### config.mk
export PLATFORM = sky130hd
export DESIGN_NAME = fb_scanout_flat
export DESIGN_NICKNAME = d
export VERILOG_FILES = /design/src/rtl/fb_scanout_if.sv /design/src/rtl/fb_scanout.sv /design/src/flat_wrapper.sv
export SDC_FILE = /design/constraint.sdc
export NUM_CORES = 1
export LEC_CHECK = 0
export CAP_MARGIN = 5
export CORE_MARGIN = 8
export CORE_UTILIZATION = 50
export CTS_CLUSTER_DIAMETER = 50
export DETAILED_ROUTE_END_ITERATION = 10
export GPL_TIMING_DRIVEN = 0
export PLACE_DENSITY = 0.76
export SETUP_SLACK_MARGIN = 0.1
export SYNTH_ARGS = -nofsm -noshare
export SYNTH_HDL_FRONTEND = slang
export SYNTH_SLANG_ARGS = --single-unit
### constraint.sdc
create_clock -name CLK -period 9.06 [get_ports CLK]
set_input_delay 2.265 -clock CLK [delete_from_list [all_inputs] [get_ports CLK]]
set_output_delay 2.265 -clock CLK [all_outputs]
set_load 0.02 [all_outputs]
### src/rtl/fb_scanout_if.sv
// Scan-out bus: VGA next-pixel request, RAM read port and colour output.
// slave = scan-out reader, master = VGA generator / RAM side.
interface fb_scanout_if;
  logic        PIX_EN;
  logic [9:0]  NEXT_X;
  logic [9:0]  NEXT_Y;
  logic [1:0]  IMAGE_STATE;
  logic [16:0] R_ADDR;
  logic [7:0]  RAM_Q;
  logic [7:0]  COLOR_OUT;
  logic        COLOR_VALID;
  logic        IN_WINDOW;

  modport master (
    output PIX_EN, NEXT_X, NEXT_Y, IMAGE_STATE, RAM_Q,
    input  R_ADDR, COLOR_OUT, COLOR_VALID, IN_WINDOW
  );

  modport slave (
    input  PIX_EN, NEXT_X, NEXT_Y, IMAGE_STATE, RAM_Q,
    output R_ADDR, COLOR_OUT, COLOR_VALID, IN_WINDOW
  );
endinterface

### src/rtl/fb_scanout.sv
// Framebuffer scan-out reader: centred zoom window, counter-based RAM addressing,
// latency-aligned colour output. Optional window border ring: FB_SCANOUT_BORDER_EN.
module fb_scanout #(
  parameter int RD_LAT   = 2,
  parameter int H_ACTIVE = 640,
  parameter int V_ACTIVE = 480
) (
  input  logic         CLK,
  input  logic         RESET,
  fb_scanout_if.slave  bus
);

  typedef enum logic {SYNC = 1'b0, ACTIVE = 1'b1} state_t;

  function automatic int zoom_w(input int s);
    case (s)
      0:       return 160;
      1:       return 320;
      2:       return 80;
      default: return 40;
    endcase
  endfunction

  function automatic int zoom_h(input int s);
    case (s)
      0:       return 120;
      1:       return 240;
      2:       return 60;
      default: return 30;
    endcase
  endfunction

  // Window geometry per zoom state; all entries are elaboration-time constants.
  logic [10:0] x_lo_tab [4];
  logic [10:0] x_hi_tab [4];
  logic [10:0] y_lo_tab [4];
  logic [10:0] y_hi_tab [4];
  logic [16:0] last_tab [4];

  for (genvar gi = 0; gi < 4; gi++) begin : g_geom
    assign x_lo_tab[gi] = 11'((H_ACTIVE - zoom_w(gi)) / 2);
    assign x_hi_tab[gi] = 11'((H_ACTIVE - zoom_w(gi)) / 2 + zoom_w(gi));
    assign y_lo_tab[gi] = 11'((V_ACTIVE - zoom_h(gi)) / 2);
    assign y_hi_tab[gi] = 11'((V_ACTIVE - zoom_h(gi)) / 2 + zoom_h(gi));
    assign last_tab[gi] = 17'(zoom_w(gi) * zoom_h(gi) - 1);
  end

  state_t      state_reg, state_next;
  logic [1:0]  zoom_reg, zoom_next;
  logic [16:0] cnt_reg, cnt_next;
  logic [16:0] r_addr_reg, r_addr_next;

  logic        frame_start;
  logic        active_eff;
  logic [1:0]  zoom_eff;
  logic [16:0] cnt_eff;
  logic [10:0] x_pos, y_pos;
  logic        in_x, in_y, ring_x, ring_y;
  logic        in_win;
  logic        ring;

  assign frame_start = bus.PIX_EN && (bus.NEXT_X == 10'd0) && (bus.NEXT_Y == 10'd0);
  // The frame-start strobe already sees the new frame's zoom and a cleared counter.
  assign active_eff  = (state_reg == ACTIVE) || frame_start;
  assign zoom_eff    = frame_start ? bus.IMAGE_STATE : zoom_reg;
  assign cnt_eff     = frame_start ? 17'd0 : cnt_reg;

  assign x_pos  = {1'b0, bus.NEXT_X};
  assign y_pos  = {1'b0, bus.NEXT_Y};
  assign in_x   = (x_pos >= x_lo_tab[zoom_eff]) && (x_pos < x_hi_tab[zoom_eff]);
  assign in_y   = (y_pos >= y_lo_tab[zoom_eff]) && (y_pos < y_hi_tab[zoom_eff]);
  // Box grown by one pixel on every side; +1 on the left keeps it underflow-free.
  assign ring_x = ((x_pos + 11'd1) >= x_lo_tab[zoom_eff]) && (x_pos <= x_hi_tab[zoom_eff]);
  assign ring_y = ((y_pos + 11'd1) >= y_lo_tab[zoom_eff]) && (y_pos <= y_hi_tab[zoom_eff]);
  assign in_win = active_eff && in_x && in_y;

`ifdef FB_SCANOUT_BORDER_EN
  assign ring = active_eff && !in_win && ring_x && ring_y;
`else
  assign ring = 1'b0;
`endif

  always_ff @(posedge CLK) begin
    if (RESET) begin
      state_reg  <= SYNC;
      zoom_reg   <= 2'b00;
      cnt_reg    <= 17'd0;
      r_addr_reg <= 17'd0;
    end else begin
      state_reg  <= state_next;
      zoom_reg   <= zoom_next;
      cnt_reg    <= cnt_next;
      r_addr_reg <= r_addr_next;
    end
  end

  always_comb begin
    state_next  = state_reg;
    zoom_next   = zoom_reg;
    cnt_next    = cnt_reg;
    r_addr_next = r_addr_reg;
    if (frame_start) begin
      state_next = ACTIVE;
      zoom_next  = bus.IMAGE_STATE;
      cnt_next   = 17'd0;
    end
    if (bus.PIX_EN && in_win) begin
      r_addr_next = cnt_eff;
      cnt_next    = (cnt_eff == last_tab[zoom_eff]) ? cnt_eff : cnt_eff + 17'd1;
    end
  end

  // Tag pipeline: stage 0 sits beside R_ADDR, stage RD_LAT lines up with RAM_Q.
  logic tag_valid_reg [RD_LAT+1];
  logic tag_win_reg   [RD_LAT+1];
  logic tag_ring_reg  [RD_LAT+1];

  for (genvar gi = 0; gi <= RD_LAT; gi++) begin : g_tag
    if (gi == 0) begin : g_head
      always_ff @(posedge CLK) begin
        if (RESET) begin
          tag_valid_reg[gi] <= 1'b0;
          tag_win_reg[gi]   <= 1'b0;
          tag_ring_reg[gi]  <= 1'b0;
        end else begin
          tag_valid_reg[gi] <= bus.PIX_EN;
          tag_win_reg[gi]   <= in_win;
          tag_ring_reg[gi]  <= ring;
        end
      end
    end else begin : g_body
      always_ff @(posedge CLK) begin
        if (RESET) begin
          tag_valid_reg[gi] <= 1'b0;
          tag_win_reg[gi]   <= 1'b0;
          tag_ring_reg[gi]  <= 1'b0;
        end else begin
          tag_valid_reg[gi] <= tag_valid_reg[gi-1];
          tag_win_reg[gi]   <= tag_win_reg[gi-1];
          tag_ring_reg[gi]  <= tag_ring_reg[gi-1];
        end
      end
    end
  end

  logic [7:0] color_out_reg;
  logic       color_valid_reg;
  logic       in_window_reg;

  always_ff @(posedge CLK) begin
    if (RESET) begin
      color_out_reg   <= 8'h00;
      color_valid_reg <= 1'b0;
      in_window_reg   <= 1'b0;
    end else begin
      color_valid_reg <= tag_valid_reg[RD_LAT];
      if (tag_valid_reg[RD_LAT]) begin
        in_window_reg <= tag_win_reg[RD_LAT];
        if (tag_win_reg[RD_LAT])
          color_out_reg <= bus.RAM_Q;
        else if (tag_ring_reg[RD_LAT])
          color_out_reg <= 8'hFF;
        else
          color_out_reg <= 8'h00;
      end
    end
  end

  assign bus.R_ADDR      = r_addr_reg;
  assign bus.COLOR_OUT   = color_out_reg;
  assign bus.COLOR_VALID = color_valid_reg;
  assign bus.IN_WINDOW   = in_window_reg;

endmodule
### src/flat_wrapper.sv
// flat-port wrapper written by rule: the top's interface ports become plain ports
module fb_scanout_flat 
#(
  parameter int RD_LAT   = 2,
  parameter int H_ACTIVE = 640,
  parameter int V_ACTIVE = 480
)
  (CLK, RESET, bus_PIX_EN, bus_NEXT_X, bus_NEXT_Y, bus_IMAGE_STATE, bus_RAM_Q, bus_R_ADDR, bus_COLOR_OUT, bus_COLOR_VALID, bus_IN_WINDOW);
  fb_scanout_if bus_i ();
  input  logic CLK;
  input  logic RESET;
  input wire logic [$bits(bus_i.PIX_EN)-1:0] bus_PIX_EN;
  input wire logic [$bits(bus_i.NEXT_X)-1:0] bus_NEXT_X;
  input wire logic [$bits(bus_i.NEXT_Y)-1:0] bus_NEXT_Y;
  input wire logic [$bits(bus_i.IMAGE_STATE)-1:0] bus_IMAGE_STATE;
  input wire logic [$bits(bus_i.RAM_Q)-1:0] bus_RAM_Q;
  output wire logic [$bits(bus_i.R_ADDR)-1:0] bus_R_ADDR;
  output wire logic [$bits(bus_i.COLOR_OUT)-1:0] bus_COLOR_OUT;
  output wire logic [$bits(bus_i.COLOR_VALID)-1:0] bus_COLOR_VALID;
  output wire logic [$bits(bus_i.IN_WINDOW)-1:0] bus_IN_WINDOW;
  assign bus_i.PIX_EN = bus_PIX_EN;
  assign bus_i.NEXT_X = bus_NEXT_X;
  assign bus_i.NEXT_Y = bus_NEXT_Y;
  assign bus_i.IMAGE_STATE = bus_IMAGE_STATE;
  assign bus_i.RAM_Q = bus_RAM_Q;
  assign bus_R_ADDR = bus_i.R_ADDR;
  assign bus_COLOR_OUT = bus_i.COLOR_OUT;
  assign bus_COLOR_VALID = bus_i.COLOR_VALID;
  assign bus_IN_WINDOW = bus_i.IN_WINDOW;
  fb_scanout #(.RD_LAT(RD_LAT), .H_ACTIVE(H_ACTIVE), .V_ACTIVE(V_ACTIVE)) u_core (.CLK(CLK), .RESET(RESET), .bus(bus_i));
endmodule
* After elaboration in Yosys (flattened, before gate mapping) *
Memory sizes are Yosys's and may differ from the RTL's.
Cells that the tools add are included.
Widths: inputs -> output; s select.

word-level totals
  flip-flop bits (word level) = 47
  bits in writable memories = 9
  input port bits = 33
  word-level logic and storage cells = 70
  memories kept = 3

cells by class
  $add $sub $neg = 1
  magnitude comparators = 5
  equal/unequal tests = 1
  multiplexer cells = 33
  bitwise logic cells = 10
  reduce and logical (&&, ||, !) cells = 10

memory list
  name                  words  bits a word  read ports  clocked after Yosys merged registers in  wr ports  RTL line           source
  u_core.tag_ring_reg   3      1            3           0                                        3         fb_scanout.sv:116  logic tag_ring_reg [RD_LAT+1];
  u_core.tag_valid_reg  3      1            3           0                                        3         fb_scanout.sv:114  logic tag_valid_reg [RD_LAT+1];
  u_core.tag_win_reg    3      1            3           0                                        3         fb_scanout.sv:115  logic tag_win_reg [RD_LAT+1];

operators with widths
  kind                   number
  $bmux 11 s2            4
  $mux 11                8
  $mux 17                5
  $bmux 17 s2            1
  $ge 10x11->1           2
  $lt 10x11->1           2
  $logic_not 10->1       2
  $add 17x1->17 const B  1
  $eq 17x17->1           1
  $mux 8                 2
  $mux 1                 12
  $or 1x1->1             9
  $logic_and 1x1->1      7
  $ge 3x3->1 const B     1
  $not 2->3              1
  $mux 2                 1
  $logic_or 1x1->1       1

* Longest topological paths before layout *
  depth in word-level cells = 14
  mapped depth = 19
  depth with buffers taken out = 14

* Worst setup path after synthesis *
OpenSTA, ideal clock, no wires.

  path kind = input -> register
  start point = input bus_NEXT_Y[9]
  end point = register u_core.cnt_reg[13]
  library setup time = 0.123 ns
  arrival time = 6.342 ns
  path slack = 2.594 ns
  stages = 16
  buffers on the path = 3
  cells stage by stage = or4_4 nor3_4 and2_1 buf_4 clkbuf_1 mux2i_1 inv_1 ha_1 ha_1 nor4bb_1 or4_1 a221o_1 o2111ai_1 buf_2 nor4_1 mux2_1

between the ends
  cells in the longest elaborated chain, start to end = 13
  elaborated cells on any way between the ends = 34

ends and longest elaborated chain
  item                                          RTL line                                               source
  from (decl)                                   flat_wrapper.sv:14                                     input wire logic [$bits(bus_i.NEXT_Y)-1:0] bus_NEXT_Y;
  $logic_not 10->1 *                            fb_scanout.sv:62                                       assign frame_start = bus.PIX_EN && (bus.NEXT_X == 10'd0) && (bus.NEXT_Y == 10'd0);
  $logic_and 1x1->1 *                           fb_scanout.sv:62
  $mux 2 *                                      fb_scanout.sv:65                                       assign zoom_eff = frame_start ? bus.IMAGE_STATE : zoom_reg;
  via u_core.zoom_eff[1]                        fb_scanout.sv:55                                       logic [1:0] zoom_eff;
  $not 2->3 (implied by the code) *             fb_scanout.sv:70, fb_scanout.sv:71, fb_scanout.sv:109
  $bmux 11 s2                                   fb_scanout.sv:70                                       assign in_x = (x_pos >= x_lo_tab[zoom_eff]) && (x_pos < x_hi_tab[zoom_eff]);
  $mux 11 (2 in a row)                          --
  $ge 10x11->1 or $lt 10x11->1 (tied branches)  fb_scanout.sv:70
  $logic_and 1x1->1                             fb_scanout.sv:70
  $logic_and 1x1->1 (2 in a row)                fb_scanout.sv:75                                       assign in_win = active_eff && in_x && in_y;
  $logic_and 1x1->1                             fb_scanout.sv:107                                      if (bus.PIX_EN && in_win) begin
  $mux 17 *                                     fb_scanout.sv:107
  to (signal assigned)                          fb_scanout.sv:92                                       cnt_reg <= cnt_next;
  to (decl)                                     fb_scanout.sv:50                                       logic [16:0] cnt_reg, cnt_next;

The timed path passes the listed nets; every way through them passes the cells marked *. The select of a mux whose other input is x is not followed.
A chain may end at the register's enable or synchronous reset.

* Worst setup path after layout *
  start point = input bus_NEXT_Y[9]
  end point = register u_core.r_addr_reg[16], in the netlist u_core.bus.R_ADDR[16]

between the ends
  cells in the longest elaborated chain, start to end = 12
  elaborated cells on any way between the ends = 27

ends and longest elaborated chain
  item                                          RTL line                            source
  $logic_not 10->1 *                            fb_scanout.sv:62
  $logic_and 1x1->1 *                           fb_scanout.sv:62
  $mux 2 *                                      fb_scanout.sv:65
  via u_core.zoom_eff[1]                        fb_scanout.sv:55
  $not 2->3 (implied by the code) *             fb_scanout.sv:70, fb_scanout.sv:71
  $bmux 11 s2                                   fb_scanout.sv:70
  $mux 11 (2 in a row)                          --
  $ge 10x11->1 or $lt 10x11->1 (tied branches)  fb_scanout.sv:70
  $logic_and 1x1->1                             fb_scanout.sv:70
  $logic_and 1x1->1                             fb_scanout.sv:75
  $logic_and 1x1->1 *                           fb_scanout.sv:75
  $logic_and 1x1->1 *                           fb_scanout.sv:107
  to (signal assigned)                          fb_scanout.sv:93                    r_addr_reg <= r_addr_next;
  to (decl)                                     fb_scanout.sv:51                    logic [16:0] r_addr_reg, r_addr_next;

Marked as above.

==> impl_metrics.tcl <==
set metrics [dict create \
    synth_edf_count 0 \
    grt_pass1_wl_um 15730 \
    rsz0062_at_grt "false" \
    cp-start-kind "input pin" \
    hp-class "reg -> reg" \
    yosys.area.top_type "dfxtp_1" \
    vias 3173 \
    finClkSkew_ps 12.59 \
    drc_errors 0 \
    dp_cells 523 \
    status "finished clean" \
    drv_slew 0 \
    cts_root_buffer "clkbuf_8" \
    ff_latch_area_mm2 0.001061 \
    io_buffer_count 59 \
    cp.required_ps 9310 \
    diodes 0 \
    criticalPathCategory "in -> reg" \
    final-hold-violation-count 0 \
    muxShareOfSynthArea_pct 5.326 \
    fin_tns_setup_ps 0 \
    clk_latency_ps 320 \
    synth_fa_ha_area_share_pct 11.49 \
    post-dp-hpwl_um 7287 \
    worst_slack_ps 1473 \
    cts_setup_buffers 0 \
    syn_area_per_cell_um2 8.438 \
    power.internal_w 0.0003457 \
    postCtsHoldBufs 0 \
    crit_fanout 10 \
    ir_worst_vdd_mv 0.1031 \
    grt_max_degree 16 \
    worst_pin_slew_ps 657.1 \
    grt_use_total_pct 19.78 \
    wl_per_cell_um 17.38 \
    final_nets 516 \
    synth-main-ff-cell "dfxtp_1" \
    synth_nets 450 \
    period_needed_ps 7587 \
    sw_frac_of_total_pct 23.75 \
    power_frac_seq_pct 51.5 \
    yosys.area_share.simple_pct 28.20 \
    synthDistinctLibCells 52 \
    synth_area_mm2 0.003266 \
    die_h_um 96.82 \
    synth_commonest_cells "53 x dfxtp_1, 30 x ha_1, 29 x nand2_1" \
    power_frac_comb_pct 10.8 \
    timing.critical_path.arrival_ps 7830 \
    firstDrtPassIters 7 \
    fill_cells 549 \
    die_w_um 96.82 \
    ys_async_sr_fraction_pct 0 \
    pre_cts_ws_ps 1195 \
    place.gp.congestion 0.9404 \
    p_leak_nw 1.427 \
    cts_tree "done" \
    period_share_pct 83.75 \
    io_pins 60 \
    synth.top_cell.area_share_pct 32.49 \
    yosysWarnings 0 \
    dieArea_mm2 0.009373 \
    drv_cap 0 \
    coreArea_mm2 0.006350 \
    grt_pass1_vias 3214 \
    worstSetupEndpointType "register" \
    synth_compound_area_share_pct 16.44 \
    clock-sinks 53 \
    multi_input_area_mm2 0.002033 \
    p_switching_w 0.0001077 \
    synth.area.top_cells "dfxtp_1 32%, ha_1 11%, o31ai_1 4.4%" \
    area.growth.synth_to_final_pct 24.60 \
    cts_buffer_depth 2 \
    fp-row-count 29 \
    p_clk_share_pct 37.7 \
    wirelength_um 9231 \
    path_clk_slew_ps 100 \
    drive_gt1_share_pct 5.507 \
    grt-ovfl-total 0 \
    layoutNonFillerInstCount 531 \
    yosysMostFrequentCell "dfxtp_1" \
    numCtsBuffers 5 \
    fmax_ghz 0.1318 \
    powerDensity_mw_per_mm2 111.4 \
    whs_ps 444.2 \
    ctsResizeCount 0 \
    yosys.area_share.xor_xnor_pct 0.8046 \
    synth_seq_area_share_pct 32.49 \
    start_util_pct 51.43 \
    finalPower_w 0.0004534 \
    ant_nets 0 \
    timing.slew.headroom_pct 55.79 \
    synth_top_family_by_area "simple AND/OR/NAND/NOR gates" \
    antenna_found_initial 0 \
    ys_ff_latch 53 \
    drtIter0Drc 221 \
    htreeDepth 2 \
    avgViaCountPerCell 5.976 \
    syn-instance-count 387 \
    finalSetupViolations 0 \
]
placed cells by master (no fill, tap or decap), drive strengths merged, types with 2 or more instances in the layout:
| cell | count |
|---|---|
| inv | 15 |
| nand2 | 29 |
| clkbuf | 28 |
| nor2 | 27 |
| o31ai | 20 |
| dfxtp | 53 |
| mux2i | 14 |
| and2 | 7 |
| or3 | 5 |
| nand3b | 3 |
| nand2b | 5 |
| nor4b | 2 |
| or4 | 13 |
| or2 | 6 |
| or3b | 2 |
| nor3 | 5 |
| mux2 | 3 |
| nand3 | 11 |
| xor2 | 2 |
| nor2b | 8 |
| ha | 30 |
| a22oi | 10 |
| clkdlybuf4s50 | 59 |
| o21ai | 6 |
| o2111ai | 3 |
| a211oi | 3 |
| a21oi | 28 |
| and3 | 2 |
| nor4 | 18 |
| nand4 | 18 |
| buf | 5 |
metrics by stage:
| stage | area (um^2) | util, % |
|---|---|---|
| 2_1_floorplan | 3266 | - |
| 3_3_place_gp | 3953 | 62.25 |
| 3_5_place_dp | 3953 | 62.25 |
| 4_1_cts | 4069 | 64.08 |
| 5_1_grt | 4069 | 64.08 |
| 6_report | 4069 | 64.08 |
critical path, cell delays in order:
cell and delay, ps:
clkdlybuf4s50_1 450, or4_4 560, nor3_4 210, and2_1 170, buf_4 150, clkbuf_1 360
mux2i_1 610, inv_1 250, ha_1 340, ha_1 300, nor2b_1 110, o21ai_0 110
a221oi_1 340, o21a_1 180, clkbuf_1 310, clkbuf_1 360, clkbuf_1 430, o31ai_1 150
a21oi_1 160
cell families after synthesis:
kind of cell / after synthesis
compound gates: 78
xor+xnor: 3
fa+ha+maj: 30
buf+inv: 42
flops: 53
mux: 17
simple gates: 164
layer usage:
metal	vias to the layer above	wire, um	GRT usage [%]
li1	1581	-	-
met1	1465	4084	24.39
met2	103	4372	32.34
met3	24	557	4.054
met4	0	216	8.757
met5	-	0	0
power by group through the flow:
stage / clock network, W / registers, W / logic (W)
global route: 0.000182 / 0.000234 / 0.0000541
finish: 0.000171 / 0.000233 / 0.0000490
detailed placement: 0 / 0.000239 / 0.0000487
CTS: 0.000172 / 0.000233 / 0.0000489
global placement: 0 / 0.000239 / 0.0000477
floorplan: 0 / 0.000239 / 0.0000234
area by class of cell:
| type | instances | share of cell area [%] |
|---|---|---|
| clock buffers | 7 | 2.122 |
| well taps | 77 | 2.368 |
| clock inverters | 1 | 0.7380 |
| multi-input cells | 292 | 49.97 |
| repair buffers | 59 | 14.51 |
| flip-flops and latches | 53 | 26.08 |
| inverters | 16 | 1.476 |
| plain buffers | 26 | 2.737 |
path summary, 6_finish.rpt:
path	endpoint	start	slack, ps	depth (start not counted)
setup / recovery	u_core.bus.R_ADDR[16]	bus_NEXT_Y[9]	1470	19
hold / removal	u_core.tag_valid_reg[2]	u_core.tag_valid_reg[1]	440	1
setup reg to reg	u_core.bus.R_ADDR[16]	u_core.zoom_reg[1]	5130	13
hold reg to reg	u_core.tag_valid_reg[2]	u_core.tag_valid_reg[1]	440	1
No activity file was read; power rests on OpenSTA's default activity.
